### config.mk
export PLATFORM = sky130hd
export DESIGN_NAME = rtype_core
export DESIGN_NICKNAME = d
export VERILOG_FILES = /design/src/rtl/rtype_pkg.sv /design/src/rtl/rtype_regfile.sv /design/src/rtl/rtype_core.sv
export SDC_FILE = /design/constraint.sdc
export NUM_CORES = 1
export LEC_CHECK = 0
export CAP_MARGIN = 40
export CELL_PAD_IN_SITES_DETAIL_PLACEMENT = 0
export CELL_PAD_IN_SITES_GLOBAL_PLACEMENT = 2
export CORE_ASPECT_RATIO = 2
export CORE_MARGIN = 4
export CORE_UTILIZATION = 40
export CTS_CLUSTER_SIZE = 28
export DETAILED_ROUTE_END_ITERATION = 10
export PLACE_DENSITY = 0.85
export SETUP_SLACK_MARGIN = 0.1
export SLEW_MARGIN = 20
export SYNTH_ARGS = -nofsm -noshare
export SYNTH_HDL_FRONTEND = slang
export SYNTH_HIERARCHICAL = 1
export SYNTH_SLANG_ARGS = --single-unit
### constraint.sdc
create_clock -name clk -period 3.9 [get_ports clk]
set_input_delay 0.78 -clock clk [delete_from_list [all_inputs] [get_ports clk]]
set_output_delay 0.78 -clock clk [all_outputs]
set_load 0.02 [all_outputs]
### src/rtl/rtype_pkg.sv
// Shared encodings for the R-type execution core: opcode/func constants,
// FSM state type and the legal-function decode helper.
package rtype_pkg;

    localparam logic [5:0] OPC_RTYPE = 6'd0;

    localparam logic [5:0] FN_ADD = 6'd32;
    localparam logic [5:0] FN_SUB = 6'd34;
    localparam logic [5:0] FN_AND = 6'd36;
    localparam logic [5:0] FN_OR  = 6'd37;
    localparam logic [5:0] FN_XOR = 6'd38;
    localparam logic [5:0] FN_SLT = 6'd42;

    typedef enum logic [2:0] {
        ST_IDLE,
        ST_DECODE,
        ST_EXEC,
        ST_WB,
        ST_ERR
    } state_t;

    function automatic logic func_legal(input logic [5:0] f);
        return (f == FN_ADD) || (f == FN_SUB) || (f == FN_AND) ||
               (f == FN_OR)  || (f == FN_XOR) || (f == FN_SLT);
    endfunction

endpackage

### src/rtl/rtype_regfile.sv
// Register file: one synchronous write port, two combinational operand reads
// and a combinational debug read. Register 0 is a constant zero.
module rtype_regfile
    import rtype_pkg::*;
#(
    parameter int DATA_W = 8,
    parameter int NREGS  = 32,
    localparam int AW    = $clog2(NREGS)
) (
    input  logic              clk,
    input  logic              rst_n,
    input  logic              we,
    input  logic [AW-1:0]     waddr,
    input  logic [DATA_W-1:0] wdata,
    input  logic [AW-1:0]     raddr_a,
    output logic [DATA_W-1:0] rdata_a,
    input  logic [AW-1:0]     raddr_b,
    output logic [DATA_W-1:0] rdata_b,
    input  logic [AW-1:0]     dbg_addr,
    output logic [DATA_W-1:0] dbg_rdata
);

    logic [DATA_W-1:0] mem [NREGS];

    assign mem[0] = '0;

    genvar gi;
    generate
        for (gi = 1; gi < NREGS; gi++) begin : g_reg
            logic [DATA_W-1:0] q_reg;
            always_ff @(posedge clk or negedge rst_n) begin
                if (!rst_n) begin
                    q_reg <= '0;
                end else if (we && (waddr == AW'(gi))) begin
                    q_reg <= wdata;
                end
            end
            assign mem[gi] = q_reg;
        end
    endgenerate

    assign rdata_a   = mem[raddr_a];
    assign rdata_b   = mem[raddr_b];
    assign dbg_rdata = mem[dbg_addr];

endmodule

### src/rtl/rtype_core.sv
// Multi-cycle R-type execution core: IDLE -> DECODE -> EXEC -> WB (or ERR),
// with an idle-time register load port and a combinational register peek.
module rtype_core
    import rtype_pkg::*;
#(
    parameter int DATA_W = 8,
    parameter int NREGS  = 32,
    localparam int AW    = $clog2(NREGS)
) (
    input  logic              clk,
    input  logic              rst_n,
    input  logic [31:0]       inst,
    input  logic              inst_valid,
    output logic              inst_ready,
    output logic              done,
    output logic              err,
    output logic              ovf,
    output logic [AW-1:0]     wb_addr,
    output logic [DATA_W-1:0] wb_data,
    input  logic              dbg_we,
    input  logic [AW-1:0]     dbg_addr,
    input  logic [DATA_W-1:0] dbg_wdata,
    output logic [DATA_W-1:0] dbg_rdata
);

    state_t            state_reg;
    logic [5:0]        op_reg;
    logic [4:0]        rs_reg;
    logic [4:0]        rt_reg;
    logic [4:0]        rd_reg;
    logic [5:0]        func_reg;
    logic [DATA_W-1:0] opa_reg;
    logic [DATA_W-1:0] opb_reg;
    logic              inst_ready_reg;
    logic              done_reg;
    logic              err_reg;
    logic              ovf_reg;
    logic [AW-1:0]     wb_addr_reg;
    logic [DATA_W-1:0] wb_data_reg;

    // The shamt field has no meaning for the supported functions.
    logic unused_shamt;
    assign unused_shamt = ^inst[10:6];

    logic              rf_we;
    logic [AW-1:0]     rf_waddr;
    logic [DATA_W-1:0] rf_wdata;
    logic [DATA_W-1:0] rdata_a;
    logic [DATA_W-1:0] rdata_b;

    rtype_regfile #(
        .DATA_W (DATA_W),
        .NREGS  (NREGS)
    ) u_regfile (
        .clk       (clk),
        .rst_n     (rst_n),
        .we        (rf_we),
        .waddr     (rf_waddr),
        .wdata     (rf_wdata),
        .raddr_a   (rs_reg[AW-1:0]),
        .rdata_a   (rdata_a),
        .raddr_b   (rt_reg[AW-1:0]),
        .rdata_b   (rdata_b),
        .dbg_addr  (dbg_addr),
        .dbg_rdata (dbg_rdata)
    );

    // The only two writers are mutually exclusive by state.
    always_comb begin
        rf_we    = 1'b0;
        rf_waddr = dbg_addr;
        rf_wdata = dbg_wdata;
        if (state_reg == ST_WB) begin
            rf_we    = 1'b1;
            rf_waddr = wb_addr_reg;
            rf_wdata = wb_data_reg;
        end else if (state_reg == ST_IDLE && dbg_we) begin
            rf_we = 1'b1;
        end
    end

    logic legal;
    always_comb begin
        legal = (op_reg == OPC_RTYPE) && func_legal(func_reg) &&
                ((rs_reg >> AW) == 5'd0) &&
                ((rt_reg >> AW) == 5'd0) &&
                ((rd_reg >> AW) == 5'd0);
    end

    logic [DATA_W-1:0] sum;
    logic [DATA_W-1:0] diff;
    logic [DATA_W-1:0] alu_res;
    logic              alu_ovf;

    always_comb begin
        sum     = opa_reg + opb_reg;
        diff    = opa_reg - opb_reg;
        alu_res = '0;
        alu_ovf = 1'b0;
        case (func_reg)
            FN_ADD: begin
                alu_res = sum;
                alu_ovf = (opa_reg[DATA_W-1] == opb_reg[DATA_W-1]) &&
                          (sum[DATA_W-1] != opa_reg[DATA_W-1]);
            end
            FN_SUB: begin
                alu_res = diff;
                alu_ovf = (opa_reg[DATA_W-1] != opb_reg[DATA_W-1]) &&
                          (diff[DATA_W-1] != opa_reg[DATA_W-1]);
            end
            FN_AND:  alu_res = opa_reg & opb_reg;
            FN_OR:   alu_res = opa_reg | opb_reg;
            FN_XOR:  alu_res = opa_reg ^ opb_reg;
            FN_SLT:  alu_res = {{(DATA_W-1){1'b0}}, ($signed(opa_reg) < $signed(opb_reg))};
            default: alu_res = '0;
        endcase
    end

    always_ff @(posedge clk or negedge rst_n) begin
        if (!rst_n) begin
            state_reg      <= ST_IDLE;
            op_reg         <= '0;
            rs_reg         <= '0;
            rt_reg         <= '0;
            rd_reg         <= '0;
            func_reg       <= '0;
            opa_reg        <= '0;
            opb_reg        <= '0;
            inst_ready_reg <= 1'b1;
            done_reg       <= 1'b0;
            err_reg        <= 1'b0;
            ovf_reg        <= 1'b0;
            wb_addr_reg    <= '0;
            wb_data_reg    <= '0;
        end else begin
            done_reg <= 1'b0;
            err_reg  <= 1'b0;
            case (state_reg)
                ST_IDLE: begin
                    if (inst_valid) begin
                        op_reg         <= inst[31:26];
                        rs_reg         <= inst[25:21];
                        rt_reg         <= inst[20:16];
                        rd_reg         <= inst[15:11];
                        func_reg       <= inst[5:0];
                        inst_ready_reg <= 1'b0;
                        state_reg      <= ST_DECODE;
                    end
                end
                ST_DECODE: begin
                    if (legal) begin
                        opa_reg   <= rdata_a;
                        opb_reg   <= rdata_b;
                        state_reg <= ST_EXEC;
                    end else begin
                        err_reg   <= 1'b1;
                        state_reg <= ST_ERR;
                    end
                end
                ST_EXEC: begin
                    wb_data_reg <= alu_res;
                    ovf_reg     <= alu_ovf;
                    wb_addr_reg <= rd_reg[AW-1:0];
                    done_reg    <= 1'b1;
                    state_reg   <= ST_WB;
                end
                ST_WB, ST_ERR: begin
                    inst_ready_reg <= 1'b1;
                    state_reg      <= ST_IDLE;
                end
                default: begin
                    inst_ready_reg <= 1'b1;
                    state_reg      <= ST_IDLE;
                end
            endcase
        end
    end

    assign inst_ready = inst_ready_reg;
    assign done       = done_reg;
    assign err        = err_reg;
    assign ovf        = ovf_reg;
    assign wb_addr    = wb_addr_reg;
    assign wb_data    = wb_data_reg;

endmodule

* After elaboration in Yosys (flattened, before gate mapping) *
Index checks and enable logic that the tools add are counted.

word-level totals
  input port bits = 49
  output and inout bits = 25
  word-level logic and storage cells = 172
  flip-flop bits (word level) = 311

cells by class
  order comparisons = 4
  reductions and logical operators = 46
  add/subtract/negate cells = 2
  mux-type cells = 23
  bitwise operators = 7
  equality and inequality tests = 45

operators with widths
  cell                                                       count
  binary-select mux 8 bit (select 5 bit)                     3
  == test 5 bit (second input constant)                      16
  2-to-1 mux 8 bit                                           7
  one-hot mux 8 bit (6 select lines)                         1
  == test 5 x 4 -> 1 bit (second input constant)             8
  == test 6 bit (second input constant)                      6
  logical AND 1 bit                                          35
  == test 5 x 3 -> 1 bit (second input constant)             4
  greater-or-equal comparator 6 bit (second input constant)  3
  inverter 5 -> 6 bit                                        3
  == test 5 x 2 -> 1 bit (second input constant)             2
  one-hot mux 3 bit (3 select lines)                         1
  adder 8 bit                                                1
  AND 8 bit                                                  1
  < comparator 8 bit                                         1
  bitwise OR 8 bit                                           1
  subtractor 8 bit                                           1
  XOR 8 bit                                                  1
  == test 3 x 2 -> 1 bit (second input constant)             2
  logical NOT 6 bit                                          1
  2-to-1 mux 1 bit                                           6
  2-to-1 mux 3 bit                                           2
  AND reduction 2 bit                                        3
  == test 5 x 1 -> 1 bit (second input constant)             1
  other kinds (10)                                           17

* Depth between registers and ports, before layout *
  depth after elaboration = 9
  gate-level depth with buffers = 11
  depth with buffers taken out = 9

* Modules after synthesis *
Netlist, hierarchy kept.

modules (own cells, without submodules)
  module         cells each  area an instance (sq um)  sequential area each (sq um)  instances
  rtype_regfile  1111        15787.6                   6206.0                        1
  rtype_core     345         3768.6                    1577.8                        1

* Worst setup path after synthesis *
Ideal clock, no wire load.

  path type = in2out
  from = input dbg_addr[2]
  to = output dbg_rdata[0]
  cell stages on the path = 6
  path slack = 0.880 ns
  data arrival time = 2.240 ns
  data required time = 3.120 ns
  buffers on the path = 2
  cells stage by stage = buf_2 -> clkbuf_1 -> nand2_1 -> o22ai_1 -> a211oi_1 -> o31ai_1

between the ends
  longest elaborated chain between the ends = 4

RTL lines
  what                                                 RTL line             RTL
  start: declaration                                   rtype_core.sv:21     input logic [AW-1:0] dbg_addr,
  inverter 5 -> 6 bit (implied by the code)            rtype_regfile.sv:44  assign dbg_rdata = mem[dbg_addr];
  binary-select mux 8 bit (select 5 bit)               rtype_regfile.sv:44
  2-to-1 mux 8 bit (implied by the code) (2 in a row)  rtype_regfile.sv:44
  end: declaration                                     rtype_core.sv:23     output logic [DATA_W-1:0] dbg_rdata

Every way passes these cells. The select of a mux whose other input is x is not followed.

* Worst setup path in the final report *
  from = input dbg_addr[1]
  to = output dbg_rdata[3]

Same word-level chain as after synthesis.

==> run_results.csv <==
group,metric,value,unit
run_status,outcome,"finished clean",
power_and_ir_drop,power_switching,3.95,mW
power_and_ir_drop,pwr_density_cell,519,mW/mm^2
worst_setup_path,criticalPathCategory,"input port to output pin",
synthesis,yosys.area.top_type_share,39.7,%
power_and_ir_drop,p_int,7.64,mW
timing,fmax,268,MHz
worst_setup_path,cp-start-kind,"input port",
clocking,cts_tree,"done",
timing,hold_viol_final,0,
power_and_ir_drop,irDropWorstVdd,0.000452,V
cells_and_area,drive_above_1_share,43.1,%
timing,layout_min_cycle_time,3730,ps
worst_setup_path,regToRegSetupSlack,940,ps
route,vias,13500,
place,place.gp.congestion,1.01,
route,drc,0,
route,avgRoutedWirePerCell,28.9,microns
route,wl,63.3,mm
synthesis,synthTopCellsByArea,"dfrtp_1 40%, mux2_2 17%, mux4_2 17%, mux2i_1 4.0%, a22o_1 3.3%",
floorplanning,die_x,164,microns
synthesis,postSynth.asyncResetShare,100,%
global_route,grt_usage,24.2,%
power_and_ir_drop,pwr-share-comb,34.1,%
worst_setup_path,r2r_start,"rs_reg[0]$_DFFE_PN0P_",
place,placed_cell_area,0.0212,sq mm
clocking,cts_setup_buffers,0,
synthesis,yosys_warnings,6,
synthesis,synth_ff_type,"dfrtp_1",
worst_setup_path,cp_max_fo,6,
synthesis,syn-instance-count,1456,
floorplanning,row_count,114,
synthesis,yosys.area_share.simple,5.09,%
place,dpl.hpwl,46.8,mm
synthesis,synth_top_family_by_area,"multiplexers",
synthesis,synth-compound-area-share,8.90,%
power_and_ir_drop,p_clk_share,26.4,%
global_route,grt_pass1_vias,14700,
synthesis,synthTopCellsByCount,"310 x dfrtp_1, 303 x mux2_2, 144 x mux4_2",
synthesis,ys_ff_latch,311,
floorplanning,die-area,0.0527,sq mm
synthesis,synth_top_area_cell,"dfrtp_1",
synthesis,synth_fp_nets,1531,
timing,finalMaxSlewViolations,0,
timing,fin_setup_tns,0,ps
timing,setup_violations,0,
power_and_ir_drop,seqPwrFrac,39.5,%
worst_setup_path,cp.arrival,2950,ps
cells_and_area,largest_register_ffs,248,
floorplanning,initial_core_util,40.4,%
clocking,cts_root_buffer,"clkbuf_16",
global_route,grt_max_degree,119,
global_route,grt-ovfl-total,0,
floorplanning,pin_count,74,
synthesis,seq_area_frac_synth,39.8,%
clocking,cts_max_level,1,
clocking,clkTransAtPathRegs,70,ps
worst_setup_path,reg2regPathDepth,7,
route,drt_iter0_drc,1028,
clocking,clock_latency,590,ps
power_and_ir_drop,switching_share,34.1,%
synthesis,synth_edf_count,0,
route,detail-route-antenna-nets,0,
worst_setup_path,cp-end-kind,"output pin",
global_route,grt_first_pass_wirelength,93.8,mm
floorplanning,core_area,0.0484,sq mm
synthesis,avgSynthCellArea,13.4,sq um
cells_and_area,ff_latch_area,0.00779,sq mm
timing,timing.slew.headroom,29.7,%
cells_and_area,final_area,0.0223,sq mm
synthesis,synth_most_common_cell,"dfrtp_1",
route,first_pass_iters,5,
clocking,postCtsHoldBufs,0,
hold_path,hp-class,"input port to asynchronous set/reset pin",
synthesis,synth_cell_type_count,70,
timing,rsz0062_at_grt,"false",
clocking,numClockSinks,311,
synthesis,synthMuxAreaShare,40.0,%
worst_setup_path,r2r_end,"opa_reg[6]$_DFFE_PN0P_",
timing,post-route-period-util,95.7,%
run,maxCapViolations,0,
timing,finClkSkew,9.54,ps
cells_and_area,fillers,4254,
floorplanning,die_h,321,microns
synthesis,synthAdderAreaFrac,1.74,%
worst_setup_path,crit_required,3120,ps
power_and_ir_drop,power.total,11.6,mW
clocking,numCtsBuffers,29,
place,dp_cells,2137,
synthesis,synth-xor-area-share,0.224,%
cells_and_area,multiInputGateArea,0.0110,sq mm
cells_and_area,final_nets,1608,
clocking,clockBufferDepth,3,
cells_and_area,instances_no_fill,2193,
synthesis,syn_area,0.0196,sq mm
global_route,grt_antenna_before_repair,2,
power_and_ir_drop,leakagePower,9.67,nW
place,port_buffers,68,
timing,worstMarginPinSlew,1050,ps
route,via_per_inst,6.14,
cells_and_area,syn2layout_area_growth,14.1,%
[metrics by stage]
stage               setup WS (ps)  hold WS (ps)  util (%)
finish                        169           195      46.2
global route                  105           297      46.2
CTS                          74.7           275      46.0
detailed placement           -114           461      43.9
global placement             -126           450      43.9
floorplan                     880           435         -
[worst max-delay path: stages]
cell             delay (ps)
clkdlybuf4s50_1         570
buf_4                   170
buf_4                   170
mux2_2                  350
a22o_1                  180
a211oi_1                430
o31ai_1                 130
buf_4                   180
[area by class of cell]
cell class	count	area share (%)
timing repair buffer	170	7.29
clock inverter	12	0.762
sequential	311	34.9
clock buffer	40	3.75
antenna	1	0.0112
inverter	34	0.572
multi-input combinational	987	49.1
tap	638	3.58
[worst max-delay path by stage]
stage | start | to | depth (start not counted)
after global routing | dbg_addr[0] | dbg_rdata[1] | 9
after floorplan | dbg_addr[2] | dbg_rdata[0] | 6
final | dbg_addr[1] | dbg_rdata[3] | 8
after global placement | dbg_addr[3] | dbg_rdata[4] | 7
after CTS | dbg_addr[1] | dbg_rdata[7] | 6
after detailed placement | dbg_addr[3] | dbg_rdata[4] | 7
[layout by cell type, fill, tap and decap left out, types with 5 or more instances in the layout]
master,count
buf_4,91
a211oi_1,28
o31ai_1,25
nand2b_1,9
mux4_2,144
buf_12,11
clkbuf_16,29
o21ai_1,27
mux2i_1,78
mux2_2,303
nand2_1,44
a22o_1,73
clkdlybuf4s50_1,56
mux2_4,25
nor2_2,8
and2_1,27
a21oi_1,15
nor2b_1,17
inv_1,31
ha_1,24
clkbuf_8,7
dfrtp_1,306
xnor2_1,5
o22ai_1,27
nand4_1,7
nor2_1,26
o21ai_0,7
[repair_timing]
item | in CTS | in global routing
pin swaps | 0 | 0
hold endpoints to repair | 0 | 0
gates resized for setup | 6 | 4
endpoints found under the setup margin | 4 | 5
[power by group through the flow]
stage | Clock [mW] | Sequential (mW) | Combinational, mW
final | 3.06 | 4.58 | 3.95
after global routing | 3.25 | 4.66 | 4.15
after CTS | 3.13 | 4.60 | 3.87
after detailed placement | 0 | 4.66 | 3.86
after global placement | 0 | 4.64 | 3.73
after floorplan | 0 | 4.23 | 2.83
[kinds of logic after synthesis]
logic type,Yosys count
buffers and inverters,158
AO/OA/AOI/OAI,234
multiplexers,551
flip-flops,311
adder cells (fa/ha/maj),26
AND/OR/NAND/NOR,171
XOR/XNOR,5
[routing by layer]
metal / up-vias / global-route usage (%) / wire length [microns]
li1: 5781 / - / -
met1: 6926 / 23.7 / 20200
met2: 530 / 43.4 / 33500
met3: 228 / 3.06 / 2750
met4: 2 / 21.6 / 6850
met5: - / 0 / 13
Power figures use the tool's default switching activity.
==> edit 1, RTL diff (config.mk and constraints unchanged) <==
`DATA_W` is set to 8 in 2 places; all go to 6.
--- a/src/rtl/rtype_regfile.sv
+++ b/src/rtl/rtype_regfile.sv
@@ -5,3 +5,3 @@
 #(
-    parameter int DATA_W = 8,
+    parameter int DATA_W = 6,
     parameter int NREGS  = 32,
--- a/src/rtl/rtype_core.sv
+++ b/src/rtl/rtype_core.sv
@@ -5,3 +5,3 @@
 #(
-    parameter int DATA_W = 8,
+    parameter int DATA_W = 6,
     parameter int NREGS  = 32,
Interface: changed (resized dbg_rdata, dbg_wdata and wb_data); port bits go from 74 to 68. The function was not compared with the original's and may differ.
==> edit 1 against the original RTL <==
Sequential cell count decreased by 68. Non-clock buffer count decreased by 40. Design area is 23% lower. Setup slack hardly changed. Worst hold slack better by 0.011 ns. Wire length decreased by 28%. Total power shrank 22%. Synthesized area fell by 23%.
==> edit 1: results <==
set metrics [dict create \
    status "finished, final reports clean" \
    drt_wl_total_mm 45.87 \
    grt_pass1_wl_mm 69.47 \
    clock-root-buffer "clkbuf_16" \
    portBuffers 62 \
    grt_max_degree 88 \
    cp_max_fo 5 \
    antenna_found_initial 0 \
    ctsResizeCount 4 \
    muxShareOfSynthArea 0.3916 \
    place_area_um2 16390 \
    gp_congestion 0.8839 \
    endpoint "dbg_rdata[4]" \
    antenna_cells 0 \
    skew_ns 0.01151 \
    syn_inst 1127 \
    slew_headroom 0.4628 \
    grt_pass1_vias 11151 \
    dp_hpwl_mm 34.09 \
    cts_setup_buffers 0 \
    worstPathArrival_ns 2.95 \
    synth_area_leaders "dfrtp_1, mux2_2, mux4_2, mux2i_1, a22o_1" \
    syn_nets 1194 \
    regArea_um2 6092 \
    viasPerCell 6.183 \
    ys_warn_count 6 \
    r2r_end "u_regfile/g_reg[30].q_reg[5]" \
    fillCellCount 3321 \
    largest_register_ffs 186 \
    leakagePower_nw 7.389 \
    ir_drop_mv 0.2474 \
    drive_gt1_frac 0.4280 \
    yosys.cell_types.count 65 \
    clk_latency_ns 0.53 \
    grtUsageTotal 0.2229 \
    fin_nets 1259 \
    synth_xor_area_frac 0.004070 \
    cts_buffers 23 \
    initialDrtViolationCount 627 \
    synthAdderAreaFrac 0.01761 \
    synth_compound_area_frac 0.08506 \
    yosysSeqAreaShare 0.4038 \
    synth_flop_cell "dfrtp_1" \
    synth_commonest_cells "mux2_2, dfrtp_1, mux4_2, nand2_1, clkbuf_1" \
    timing.rr.start "state_reg[0]" \
]
edit 1: worst register-to-register path, delay by kind of cell, from the launching register on:
kind,cells,cell delay [ns]
flip-flops,1,0.49
multiplexers,2,0.86
AND/OR/NAND/NOR,5,1.65
edit 1: report_power, final:
| part | switching, mW | internal [mW] |
|---|---|---|
| Combinational | 1.30 | 1.59 |
| Sequential | 0.673 | 2.99 |
| Clock | 1.03 | 1.47 |
| Total | 3.01 | 6.06 |
edit 1: metrics by stage:
stage | hold WS [ns] | instances | setup slack, ns
3_5_place_dp | 0.4532 | 1626 | -0.1245
3_3_place_gp | 0.4482 | 1626 | -0.1646
5_1_grt | 0.2828 | 1667 | 0.1411
4_1_cts | 0.2426 | 1667 | 0.1727
6_report | 0.2059 | 1667 | 0.1693
2_1_floorplan | 0.4348 | 1127 | 0.8254
edit 1: how the worst min path moves through the flow:
stage	start	endpoint	slack (ns)
6_report	rst_n	u_regfile/g_reg[1].q_reg[0]	0.21
5_1_grt	rst_n	u_regfile/g_reg[3].q_reg[0]	0.28
4_1_cts	rst_n	rt_reg[1]	0.24
3_5_place_dp	rd_reg[0]	wb_addr[0]	0.45
3_3_place_gp	rd_reg[1]	wb_addr[1]	0.45
2_1_floorplan	rd_reg[0]	wb_addr[0]	0.43
edit 1: layout make-up:
class | count | area share
sequential | 243 | 0.3539
clock buffer | 29 | 0.03648
inverter | 19 | 0.004142
multi-input combinational | 775 | 0.4887
timing repair buffer | 130 | 0.07224
clock inverter | 12 | 0.01126
tap | 459 | 0.03336
edit 1: per-layer routing:
metal | GRT usage | share of wire | vias to the layer above
met2 | 0.4257 | 0.55 | 307
li1 | - | - | 4499
met4 | 0.1651 | 0.087 | 0
met1 | 0.2216 | 0.32 | 5358
met3 | 0.02292 | 0.038 | 143
met5 | 0 | 0 | -
==> edit 2, RTL diff (config.mk and constraints unchanged) <==
Made on the original files. Reset style: synchronous (`rst_n`), changed in 2 clocked blocks.
--- a/src/rtl/rtype_regfile.sv
+++ b/src/rtl/rtype_regfile.sv
@@ -30,3 +30,3 @@
             logic [DATA_W-1:0] q_reg;
-            always_ff @(posedge clk or negedge rst_n) begin
+            always_ff @(posedge clk) begin
                 if (!rst_n) begin
--- a/src/rtl/rtype_core.sv
+++ b/src/rtl/rtype_core.sv
@@ -118,3 +118,3 @@
 
-    always_ff @(posedge clk or negedge rst_n) begin
+    always_ff @(posedge clk) begin
         if (!rst_n) begin
Formal check against the unedited RTL: not equivalent (Yosys sat finds a counterexample within 4 cycles, from zero or initial values and one cycle with rst_n low; the reset may be asserted at any time).
==> edit 2 against the original RTL <==
Critical path depth is the same. Setup slack lost 0.021 ns. Sequential cell count is the same. Synthesized area grew 1.5%. Worst hold slack gained 0.27 ns. Synthesized cell count grew 53%. Wire length grew 26%. Design area grew 1.2%.
Power is not compared: it rests on default switching activity, and its combinational part moved more than twofold at a synthesized area within 25%.
==> edit 2: results <==
set metrics [dict create \
    synth_commonest_cells "mux2i_1, dfxtp_1, nand2_1, nor2b_1, a21boi_0" \
    worst_hold_slack_ns 0.4634 \
    synth_area_leaders "dfxtp_1, mux2i_1, nor2b_1, a21boi_0, a22oi_1" \
    gr-usage-met3 0.03685 \
    yosys.cell_types.count 67 \
    clockBufferCount 36 \
    inverters 25 \
    clk_latency_ns 0.62 \
    reg2reg_slack_ns 0.76 \
    multi_input_area_share 0.5584 \
    hp-class "reg2reg" \
    grt_max_degree 182 \
    cp_max_fo 11 \
    dp_hpwl_mm 57.99 \
    wl_per_cell_um 27.60 \
    endpoint "dbg_rdata[4]" \
    skew_ns 0.03276 \
    dp_cells 2831 \
    slew_headroom 0.4091 \
    status "finished, final reports clean" \
    layout.nonclk_buf_frac 0.07939 \
    place_area_um2 21520 \
    antenna_cells 3 \
    antenna_found_initial 3 \
    fin_nets 2300 \
    synth_area_per_cell_um2 8.897 \
    met1_length_mm 27.44 \
    clk_share 0.04609 \
    r2r_end "u_regfile/g_reg[18].q_reg[3]" \
    grt_pass1_vias 17326 \
    grtUsageTotal 0.2945 \
    final_cells 2891 \
    yosysSeqAreaShare 0.3136 \
    grtUsageMet1 0.2969 \
    seq_area_frac 0.2760 \
    use_met2 0.5432 \
    taps 643 \
    fin_crit_ns 3.752 \
    final_core_util 0.4589 \
    initialDrtViolationCount 1381 \
]
==> edit 2: logic make-up (layout without fill, tap and decap cells) <==
kind of cell,Yosys count,after routing,synth area share
and+or+nand+nor,698,698,0.1851
muxes,506,506,0.2726
buffers and inverters,240,254,0.05421
other,0,3,0
AOI/OAI and AO/OA,445,445,0.1547
xor gates and xnor gates,3,3,0.001324
adders and majority gates,28,28,0.01841
DFF,311,311,0.3136
==> edit 2: timing repair <==
action | 4_1_cts | 5_1_grt
gates resized for setup | 13 | 10
cloned | 0 | 0
endpoints found under the setup margin | 8 | 7
pin swaps | 0 | 2
==> edit 2: critical path, stage by stage <==
cell and delay [ns]:
clkdlybuf4s50_1 0.52, buf_12 0.17, mux4_2 0.53, nor2b_1 0.13, nor3_1 0.10, a31oi_2 0.25, nand3_1 0.10, dlygate4sd2_1 0.35
